$ cat config.mk
export PLATFORM = sky130hd
export DESIGN_NAME = guess_round_controller
export DESIGN_NICKNAME = d
export VERILOG_FILES = /design/src/rtl/guess_round_controller_pkg.sv /design/src/rtl/guess_round_controller_cycle_timer.sv /design/src/rtl/guess_round_controller.sv
export SDC_FILE = /design/constraint.sdc
export NUM_CORES = 1
export LEC_CHECK = 0
export ABC_CLOCK_PERIOD_IN_PS = 2300
export CAP_MARGIN = 40
export CORE_MARGIN = 2
export CORE_UTILIZATION = 43
export DETAILED_ROUTE_END_ITERATION = 8
export GPL_TIMING_DRIVEN = 1
export PLACE_DENSITY_LB_ADDON = 0.15
export SLEW_MARGIN = 15
export SYNTH_ARGS = -nofsm -noshare
export SYNTH_HDL_FRONTEND = slang
export SYNTH_SLANG_ARGS = --single-unit
$ cat constraint.sdc
create_clock -name clk -period 2.3 [get_ports clk]
set_input_delay 0.46 -clock clk [delete_from_list [all_inputs] [get_ports clk]]
set_output_delay 0.46 -clock clk [all_outputs]
set_load 0.01 [all_outputs]
$ cat src/rtl/guess_round_controller_pkg.sv
// Shared types and constants for the guessing-game round controller.
// The state encoding here is visible on the o_state debug port.
package guess_round_controller_pkg;

  localparam int STATE_W  = 3;
  localparam int ANSWER_W = 4;

  typedef enum logic [STATE_W-1:0] {
    ST_IDLE       = 3'd0,
    ST_FETCH      = 3'd1,
    ST_WAIT_DATA  = 3'd2,
    ST_WAIT_GUESS = 3'd3,
    ST_EVAL       = 3'd4,
    ST_SHOW       = 3'd5,
    ST_DONE       = 3'd6
  } state_t;

  function automatic int max3(input int a, input int b, input int c);
    int m;
    m = (a > b) ? a : b;
    return (m > c) ? m : c;
  endfunction

endpackage

$ cat src/rtl/guess_round_controller_cycle_timer.sv
// Load/enable down-counter shared by the controller for read latency, result display and guess timeout.
// o_done is high during the enabled cycle in which the count reaches its last tick.
module cycle_timer
  import guess_round_controller_pkg::*;
#(
  parameter int W = 8
) (
  input  logic         clk,
  input  logic         rst_n,
  input  logic         i_load,
  input  logic [W-1:0] i_load_val,
  input  logic         i_en,
  output logic         o_done
);

  logic [W-1:0] r_count;

  // Load wins over counting so a phase can reload the timer in its final cycle.
  always_ff @(posedge clk or negedge rst_n) begin
    if (!rst_n) begin
      r_count <= '0;
    end else if (i_load) begin
      r_count <= i_load_val;
    end else if (i_en && (r_count != '0)) begin
      r_count <= r_count - 1'b1;
    end
  end

  assign o_done = i_en && (r_count == W'(1));

endmodule

$ cat src/rtl/guess_round_controller.sv
// Guessing-game round sequencer: fetches each answer, scores a button-triggered guess, drives LEDs.
// Build option: define GUESS_TIMEOUT_EN to score an unanswered round as wrong after TIMEOUT_CYCLES.
module guess_round_controller
  import guess_round_controller_pkg::*;
#(
  parameter int NUM_ROUNDS     = 10,
  parameter int ADDR_W         = 4,
  parameter int READ_LATENCY   = 1,
  parameter int SHOW_CYCLES    = 50_000_000,
  parameter int SCORE_W        = 4,
  parameter int TIMEOUT_CYCLES = 500_000_000
) (
  input  logic                clk,
  input  logic                rst_n,
  input  logic                i_start,
  input  logic                i_btn,
  input  logic [ANSWER_W-1:0] i_sw,
  output logic [ADDR_W-1:0]   o_mem_addr,
  output logic                o_mem_rd_en,
  input  logic [ANSWER_W-1:0] i_mem_data,
  output logic                o_led_green,
  output logic                o_led_red,
  output logic [SCORE_W-1:0]  o_score,
  output logic [ADDR_W-1:0]   o_round_idx,
  output logic                o_busy,
  output logic                o_game_over,
  output logic [STATE_W-1:0]  o_state
);

`ifdef GUESS_TIMEOUT_EN
  localparam bit TO_EN = 1'b1;
`else
  localparam bit TO_EN = 1'b0;
`endif
  localparam int TMR_MAX = max3(READ_LATENCY, SHOW_CYCLES, TO_EN ? TIMEOUT_CYCLES : 1);
  localparam int TMR_W   = $clog2(TMR_MAX + 1);

  state_t              r_state;
  logic                r_btn_last;
  logic [ADDR_W-1:0]   r_round_idx;
  logic [ANSWER_W-1:0] r_answer_q;
  logic [ANSWER_W-1:0] r_guess_q;
  logic                r_led_green;
  logic                r_led_red;
  logic [SCORE_W-1:0]  r_score;
  logic                r_mem_rd_en;
  logic                r_busy;
  logic                r_game_over;
`ifdef GUESS_TIMEOUT_EN
  logic                r_timed_out;
`endif

  logic             w_press;
  logic             w_correct;
  logic             w_last_round;
  logic             w_tmr_load;
  logic [TMR_W-1:0] w_tmr_val;
  logic             w_tmr_en;
  logic             w_tmr_done;

  assign w_press      = i_btn & ~r_btn_last;
  assign w_last_round = (r_round_idx == ADDR_W'(NUM_ROUNDS - 1));
`ifdef GUESS_TIMEOUT_EN
  assign w_correct    = !r_timed_out && (r_guess_q == r_answer_q);
`else
  assign w_correct    = (r_guess_q == r_answer_q);
`endif

  // Read contract: o_mem_rd_en is a one-cycle strobe with no backpressure; i_mem_data is
  // trusted only in the READ_LATENCY-th cycle after the strobe and ignored at all other times.
  always_comb begin
    w_tmr_load = 1'b0;
    w_tmr_val  = '0;
    w_tmr_en   = 1'b0;
    case (r_state)
      ST_FETCH: begin
        w_tmr_load = 1'b1;
        w_tmr_val  = TMR_W'(READ_LATENCY);
      end
      ST_WAIT_DATA: begin
        w_tmr_en = 1'b1;
`ifdef GUESS_TIMEOUT_EN
        if (w_tmr_done) begin
          w_tmr_load = 1'b1;
          w_tmr_val  = TMR_W'(TIMEOUT_CYCLES);
        end
`endif
      end
`ifdef GUESS_TIMEOUT_EN
      ST_WAIT_GUESS: w_tmr_en = 1'b1;
`endif
      ST_EVAL: begin
        w_tmr_load = 1'b1;
        w_tmr_val  = TMR_W'(SHOW_CYCLES);
      end
      ST_SHOW: w_tmr_en = 1'b1;
      default: ;
    endcase
  end

  cycle_timer #(
    .W(TMR_W)
  ) u_timer (
    .clk        (clk),
    .rst_n      (rst_n),
    .i_load     (w_tmr_load),
    .i_load_val (w_tmr_val),
    .i_en       (w_tmr_en),
    .o_done     (w_tmr_done)
  );

  always_ff @(posedge clk or negedge rst_n) begin
    if (!rst_n) begin
      r_state     <= ST_IDLE;
      r_btn_last  <= 1'b0;
      r_round_idx <= '0;
      r_answer_q  <= '0;
      r_guess_q   <= '0;
      r_led_green <= 1'b0;
      r_led_red   <= 1'b0;
      r_score     <= '0;
      r_mem_rd_en <= 1'b0;
      r_busy      <= 1'b0;
      r_game_over <= 1'b0;
`ifdef GUESS_TIMEOUT_EN
      r_timed_out <= 1'b0;
`endif
    end else begin
      r_btn_last  <= i_btn;
      r_mem_rd_en <= 1'b0;
      case (r_state)
        ST_IDLE, ST_DONE: begin
          if (i_start) begin
            r_score     <= '0;
            r_round_idx <= '0;
            r_led_green <= 1'b0;
            r_led_red   <= 1'b0;
            r_game_over <= 1'b0;
            r_busy      <= 1'b1;
            r_mem_rd_en <= 1'b1;
            r_state     <= ST_FETCH;
          end
        end
        ST_FETCH: r_state <= ST_WAIT_DATA;
        ST_WAIT_DATA: begin
          if (w_tmr_done) begin
            r_answer_q <= i_mem_data;
            r_state    <= ST_WAIT_GUESS;
          end
        end
        ST_WAIT_GUESS: begin
          // A press on the expiry cycle takes priority over the timeout.
          if (w_press) begin
            r_guess_q <= i_sw;
`ifdef GUESS_TIMEOUT_EN
            r_timed_out <= 1'b0;
`endif
            r_state   <= ST_EVAL;
          end
`ifdef GUESS_TIMEOUT_EN
          else if (w_tmr_done) begin
            r_timed_out <= 1'b1;
            r_state     <= ST_EVAL;
          end
`endif
        end
        ST_EVAL: begin
          if (w_correct) begin
            r_led_green <= 1'b1;
            r_led_red   <= 1'b0;
            if (r_score != '1) begin
              r_score <= r_score + 1'b1;
            end
          end else begin
            r_led_green <= 1'b0;
            r_led_red   <= 1'b1;
          end
          r_state <= ST_SHOW;
        end
        ST_SHOW: begin
          if (w_tmr_done) begin
            if (w_last_round) begin
              r_busy      <= 1'b0;
              r_game_over <= 1'b1;
              r_state     <= ST_DONE;
            end else begin
              r_round_idx <= r_round_idx + 1'b1;
              r_mem_rd_en <= 1'b1;
              r_state     <= ST_FETCH;
            end
          end
        end
        default: r_state <= ST_IDLE;
      endcase
    end
  end

  assign o_mem_addr  = r_round_idx;
  assign o_round_idx = r_round_idx;
  assign o_mem_rd_en = r_mem_rd_en;
  assign o_led_green = r_led_green;
  assign o_led_red   = r_led_red;
  assign o_score     = r_score;
  assign o_busy      = r_busy;
  assign o_game_over = r_game_over;
  assign o_state     = r_state;

endmodule

==> results of run 1 <==
cells in the mapped netlist, types with 3 or more instances:
library cell,number
a211oi_1,3
a21boi_0,3
a21oi_1,17
buf_4,4
clkbuf_1,9
dfrtp_1,51
ha_1,5
inv_1,8
mux2_2,8
nand2_1,25
nand3_1,17
nand4_1,4
nor2_1,31
nor2b_1,4
nor3_1,8
nor4_1,9
o211ai_1,3
o21ai_0,18
o21ai_1,3
o22a_1,4
or2_2,7
xnor2_1,6
xor2_1,11
worst max-delay path, cell delays in order, from the launching register on:
cell and delay [ps]:
dfrtp_2 450, nor4_4 430, nand4b_1 210, nor4_4 200
or3b_1 380, buf_4 170, o211ai_1 160, o31ai_1 100
cells by family (layout without fill, tap and decap cells):
| group | after synthesis | in the layout |
|---|---|---|
| adders and majority gates | 5 | 5 |
| AOI/OAI and AO/OA | 70 | 70 |
| buffers and inverters | 23 | 82 |
| xor gates and xnor gates | 17 | 17 |
| muxes | 9 | 9 |
| and+or+nand+nor | 128 | 128 |
| DFF | 51 | 51 |
sequential cells by signal, summed over array words and instances, names as in the netlist:
name and cells:
o_busy 1, r_guess_q 4, r_btn_last 1, o_score 4, r_answer_q 4, o_game_over 1
u_timer.r_count 26, o_led_red 1, o_mem_addr 4, o_state 3, o_mem_rd_en 1, o_led_green 1
repair_timing:
item / in CTS / in global routing
hold buffers: 0 / 0
setup endpoints to repair: 2 / 9
gates resized for setup: 1 / 8
pin swaps: 0 / 3
buffers inserted: 0 / 2
metrics by stage:
step	setup TNS (ps)	utilization [%]
after floorplan	0	-
after global placement	0	53.7
after detailed placement	-44.9	53.7
after CTS	0	55.9
after global routing	-15.4	56.6
final	0	56.6
power by group through the flow:
stage	combinational, mW	sequential [mW]	clock, mW
after global placement	2.49	1.44	0
after floorplan	1.58	1.43	0
after global routing	2.92	1.49	0.792
after CTS	2.54	1.43	0.757
after detailed placement	2.52	1.45	0
final	2.64	1.45	0.745
final cells by class:
type	instances	area share [%]
flip-flops and latches	51	35.4
repair buffers	66	15.7
inverters	8	0.831
multi-input cells	229	41.8
clock inverters	2	1.66
clock buffers	6	2.01
well taps	77	2.67
worst paths after layout:
check	to	depth (start not counted)	slack (ps)	from
setup / recovery	o_mem_addr[2]	7	90	u_timer.r_count[3]
setup reg to reg	o_mem_addr[2]	7	90	u_timer.r_count[3]
min in group clk	o_game_over	2	490	o_game_over
hold reg to reg	o_game_over	2	490	o_game_over
max in group asynchronous	o_state[2]	2	1450	rst_n
hold / removal	r_answer_q[1]	1	200	rst_n
routing by layer:
metal | global-route usage [%] | wire, um | vias up | share of wire [%]
li1 | - | - | 1211 | -
met1 | 28.2 | 3240 | 1225 | 48
met2 | 30.3 | 3170 | 48 | 47
met3 | 3.79 | 282 | 7 | 4.2
met4 | 5.34 | 77 | 0 | 1.1
met5 | 0 | 0 | - | 0
==> flow_summary_export.csv, run 1 <==
group,metric,value,unit
synth,ys_types,55,
global_routing,grt_pass1_wl,11500,um
floorplan,ios,32,
drt,drtPass1Iterations,4,
cts,cts_buffers,5,
pwr,p_total,4.84,mW
pwr,intPower,2.81,mW
drt,post_drt_via_cell_ratio,5.67,
synth,syn_avg_cell_area,9.39,um2
synth,synth_area_leaders,"dfrtp_1 (45%), nor2_1 (4.1%), xor2_1 (3.4%)",
layout,layout.nets,378,
cts,clockBufferDepth,2,
outcome,status,"complete, no violations",
sta,setup_viol_count_final,0,
synth,synth-main-ff-cell,"dfrtp_1",
sta,slew_viol_final,0,
synth,synth-seq-cells,51,
placement,dp_hpwl,4900,um
pwr,switching_share,41.9,%
cts,h-tree-depth,2,
drt,ant_nets,0,
layout,layout.cells.non_filler,439,
sta,tightestPinTransition,743,ps
synth,synth_cells,303,
sta,worst_slack,92.1,ps
synth,async_reset_ff_share,100,%
global_routing,antenna_found_initial,0,
setup_path,path_max_fanout,8,
floorplan,start_util,44.5,%
floorplan,core,6390,um2
pwr,vdd_ir_drop_max,0.735,mV
layout,fillers,579,
drt,via_count,2491,
sta,fin_skew,11.8,ps
sta,period_share,96.0,%
sta,max_slew_margin,50.5,%
cts,cts_sinks,51,
floorplan,die-area,7280,um2
global_routing,grt_usage,19.6,%
cts,cts_tree,"yes",
layout,synthToLayoutAreaGrowth,27.1,%
placement,port_buffers,31,
sta,final_hold_viol_count,0,
synth,synth_area_leader_cell,"dfrtp_1",
sta,min_period,2210,ps
min_path,timing.hold.worst.class,"in2async",
placement,placed_cell_area,3430,um2
drt,wirelength,6770,um
layout,design_area,3610,um2
global_routing,grt_pass1_vias,2338,
layout,multi_input_area,1510,um2
layout,insertedDiodeCount,0,
pwr,comb_power_share,54.7,%
floorplan,die_x,85.3,um
drt,drcViolationCount,0,
synth,synth-xor-area-share,5.24,%
drt,routedWlPerCell,15.4,um
placement,pre_cts_ws,-33.6,ps
synth,synth-edff-count,0,
setup_path,critical_path_class,"reg2reg",
placement,gp_congestion,0.880,
cts,clock_latency,310,ps
synth,synthesis.area,2840,um2
job,cap_violations,0,
layout,drive_above_1_share,19.6,%
pwr,p_clk_share,15.4,%
cts,cts_root_buf,"clkbuf_8",
pwr,power_density,1340,nW/um2
floorplan,core.rowCount,29,
global_routing,grt.overflow.total,0,
setup_path,crit_required,2500,ps
sta,worst_hold_slack,197,ps
pwr,power_switching,2.03,mW
synth,synthesis.nets,320,
synth,synth_simple_gate_area_share,24.8,%
cts,clkTransAtPathRegs,100,ps
synth,yosysSeqAreaShare,44.9,%
layout,layout_common_cells,"dfrtp_1 (50), buf_4 (35), nor2_1 (31)",
synth,synth_mux_area_share,3.52,%
setup_path,endpoint_kind,"flop",
floorplan,dieHeight,85.3,um
synth,synth_top_family_by_area,"simple AND/OR/NAND/NOR gates",
pwr,share_seq_of_total_power,29.9,%
sta,fmax,453,MHz
setup_path,worstSetupStartpointType,"flop",
synth,synth_compound_gate_area_share,15.8,%
global_routing,grt_max_degree,33,
synth,ys_warn_count,0,
layout,final_common_cell,"dfrtp_1",
synth,synthAdderAreaFrac,2.20,%
synth,yosys.area.top_type_share,44.9,%
drt,drt_iter0_markers,136,
placement,placedCellCount,429,
pwr,p_leak,1.54,nW
layout,regArea,1280,um2
setup_path,arrival,2410,ps
Power figures use the tool's default switching activity.
==> run 2, diff against run 1 <==
- CORE_MARGIN: 2 -> 4
==> run 2 against run 1 <==
Effect of this change:
- die area grew 9.6%
- clock skew shrank 2.6 ps
- clock power down 26%
- first-iteration DRC count grew 19%
- clock-buffer cell count down 1
- hold slack got worse by 120 ps
- critical path type unchanged
- critical endpoint unchanged
- largest power group unchanged
==> flow_summary_export.csv, run 2 (synthesized netlist as in run 1, its figures left out) <==
group,metric,value,unit
global_routing,grt_max_degree,21,
setup_path,crit_path_cell_trace,"nor4_2, buf_4, nand2_4, nor4_4, or3b_4, buf_6, o211ai_1, o31ai_1",
layout,layout.cells.non_filler,443,
global_routing,grt_pass1_vias,2455,
pwr,p_leak,1.55,nW
sta,slew_viol_final,0,
cts,cts_buffers,5,
layout,synthToLayoutAreaGrowth,27.8,%
drt,post_drt_via_cell_ratio,5.55,
placement,placedCellCount,431,
cts,clkTransAtPathRegs,110,ps
global_routing,grt_usage,18.8,%
cts,cts_root_buf,"clkbuf_8",
placement,gp_congestion,0.870,
setup_path,critical_path_class,"reg2reg",
sta,tightestPinTransition,493,ps
pwr,power_density,1300,nW/um2
job,cap_violations,0,
sta,fin_skew,9.24,ps
layout,insertedDiodeCount,0,
setup_path,worstSetupStartpointType,"flop",
drt,top_layer,"met4",
sta,fin_tns_setup,0,ps
drt,drt_iter0_markers,162,
sta,final_hold_viol_count,0,
placement,dp_hpwl,5060,um
setup_path,cpPeakStageDelay,430,ps
layout,layout_common_cells,"dfrtp_1 (49), buf_4 (38), nor2_1 (31)",
floorplan,start_util,44.5,%
outcome,status,"complete, no violations",
layout,top_register,"u_timer.r_count",
floorplan,core.rowCount,29,
drt,via_count,2458,
setup_path,endpoint_kind,"flop",
global_routing,grt.overflow.total,0,
cts,clockBufferDepth,2,
sta,rsz0062_at_grt,"yes",
drt,dr_wl_met2,3130,um
drt,ant_nets,0,
drt,drtPass1Iterations,4,
global_routing,antenna_found_initial,0,
sta,worst_hold_slack,72.7,ps
drt,routedWlPerCell,15.1,um
cts,clock_latency,310,ps
drt,drcViolationCount,0,
setup_path,cp_slowest_cell,"dfrtp_1",
layout,layout.nets,382,
pwr,vdd_ir_drop_max,0.533,mV
floorplan,die_x,89.3,um
drt,wl_met3,316,um
floorplan,die-area,7980,um2
cts,cts_tree,"yes",
sta,min_period,2190,ps
floorplan,ios,32,
setup_path,path_max_fanout,6,
floorplan,dieHeight,89.3,um
sta,setup_viol_count_final,0,
layout,largest_reg_flops,26,
layout,final_util,56.9,%
floorplan,core,6390,um2
min_path,timing.hold.worst.class,"in2async",
setup_path,crit_required,2490,ps
placement,port_buffers,31,
setup_path,arrival,2380,ps
setup_path,path_buf_inv,2,
cts,h-tree-depth,2,
global_routing,grt_pass1_wl,11800,um
setup_path,cp_top_family,"simple AND/OR/NAND/NOR gates",
cts,cts_sinks,51,
drt,wl_met1,3180,um
layout,drive_above_1_share,21.6,%
layout,final_common_cell,"dfrtp_1",
sta,fmax,457,MHz
sta,period_share,95.1,%
sta,max_slew_margin,66.9,%
drt,wirelength,6700,um
run 2: cell types whose count changed in the layout (fill, tap and decap cells not counted), sizes merged:
cell	before	now
clkinv	0	2
clkbuf	6	5
bufinv	2	0
inv	8	9
buf	36	40
run 2: per-stage QoR:
step	area [um2]	worst slack, ps	power (mW)
after CTS	3540	96.8	4.61
after global routing	3630	-31.4	5.17
after detailed placement	3440	130	4.04
final	3630	112	4.74
after global placement	3440	148	4.01
after floorplan	2860	14.4	3.02
run 2: worst paths after layout:
check                      slack (ps)             endpoint                start  cells after the start
max                               110        o_mem_addr[2]  u_timer.r_count[18]                      8
min                                70        r_answer_q[2]                rst_n                      1
max reg2reg                       110        o_mem_addr[2]  u_timer.r_count[18]                      8
min reg2reg                       500          o_game_over          o_game_over                      2
max in group asynchronous        1610  u_timer.r_count[21]                rst_n                      2
min in group clk                  500          o_game_over          o_game_over                      2
run 2: final cells by class:
| class | instances | area (um2) |
|---|---|---|
| inverters | 8 | 30.0 |
| clock buffers | 5 | 68.8 |
| repair buffers | 70 | 602 |
| well taps | 77 | 96.3 |
| clock inverters | 3 | 28.8 |
| fillers | 599 | 2750 |
| flip-flops and latches | 51 | 1280 |
| multi-input cells | 229 | 1530 |
run 2: metal layers:
| metal | vias up | global-route usage (%) |
|---|---|---|
| li1 | 1221 | - |
| met1 | 1169 | 26.4 |
| met2 | 61 | 29.5 |
| met5 | - | 0 |
| met4 | 0 | 5.14 |
| met3 | 7 | 3.96 |
run 2: where the power goes:
part	internal [mW]	switching, mW
clock network	0.226	0.326
registers	1.17	0.301
logic	1.29	1.43
total	2.68	2.06
run 2: repair_timing:
action                                  4_1_cts  5_1_grt
resized for setup                             0       14
setup buffers                                 0        4
endpoints found under the setup margin        0       12
hold buffers                                  0        0
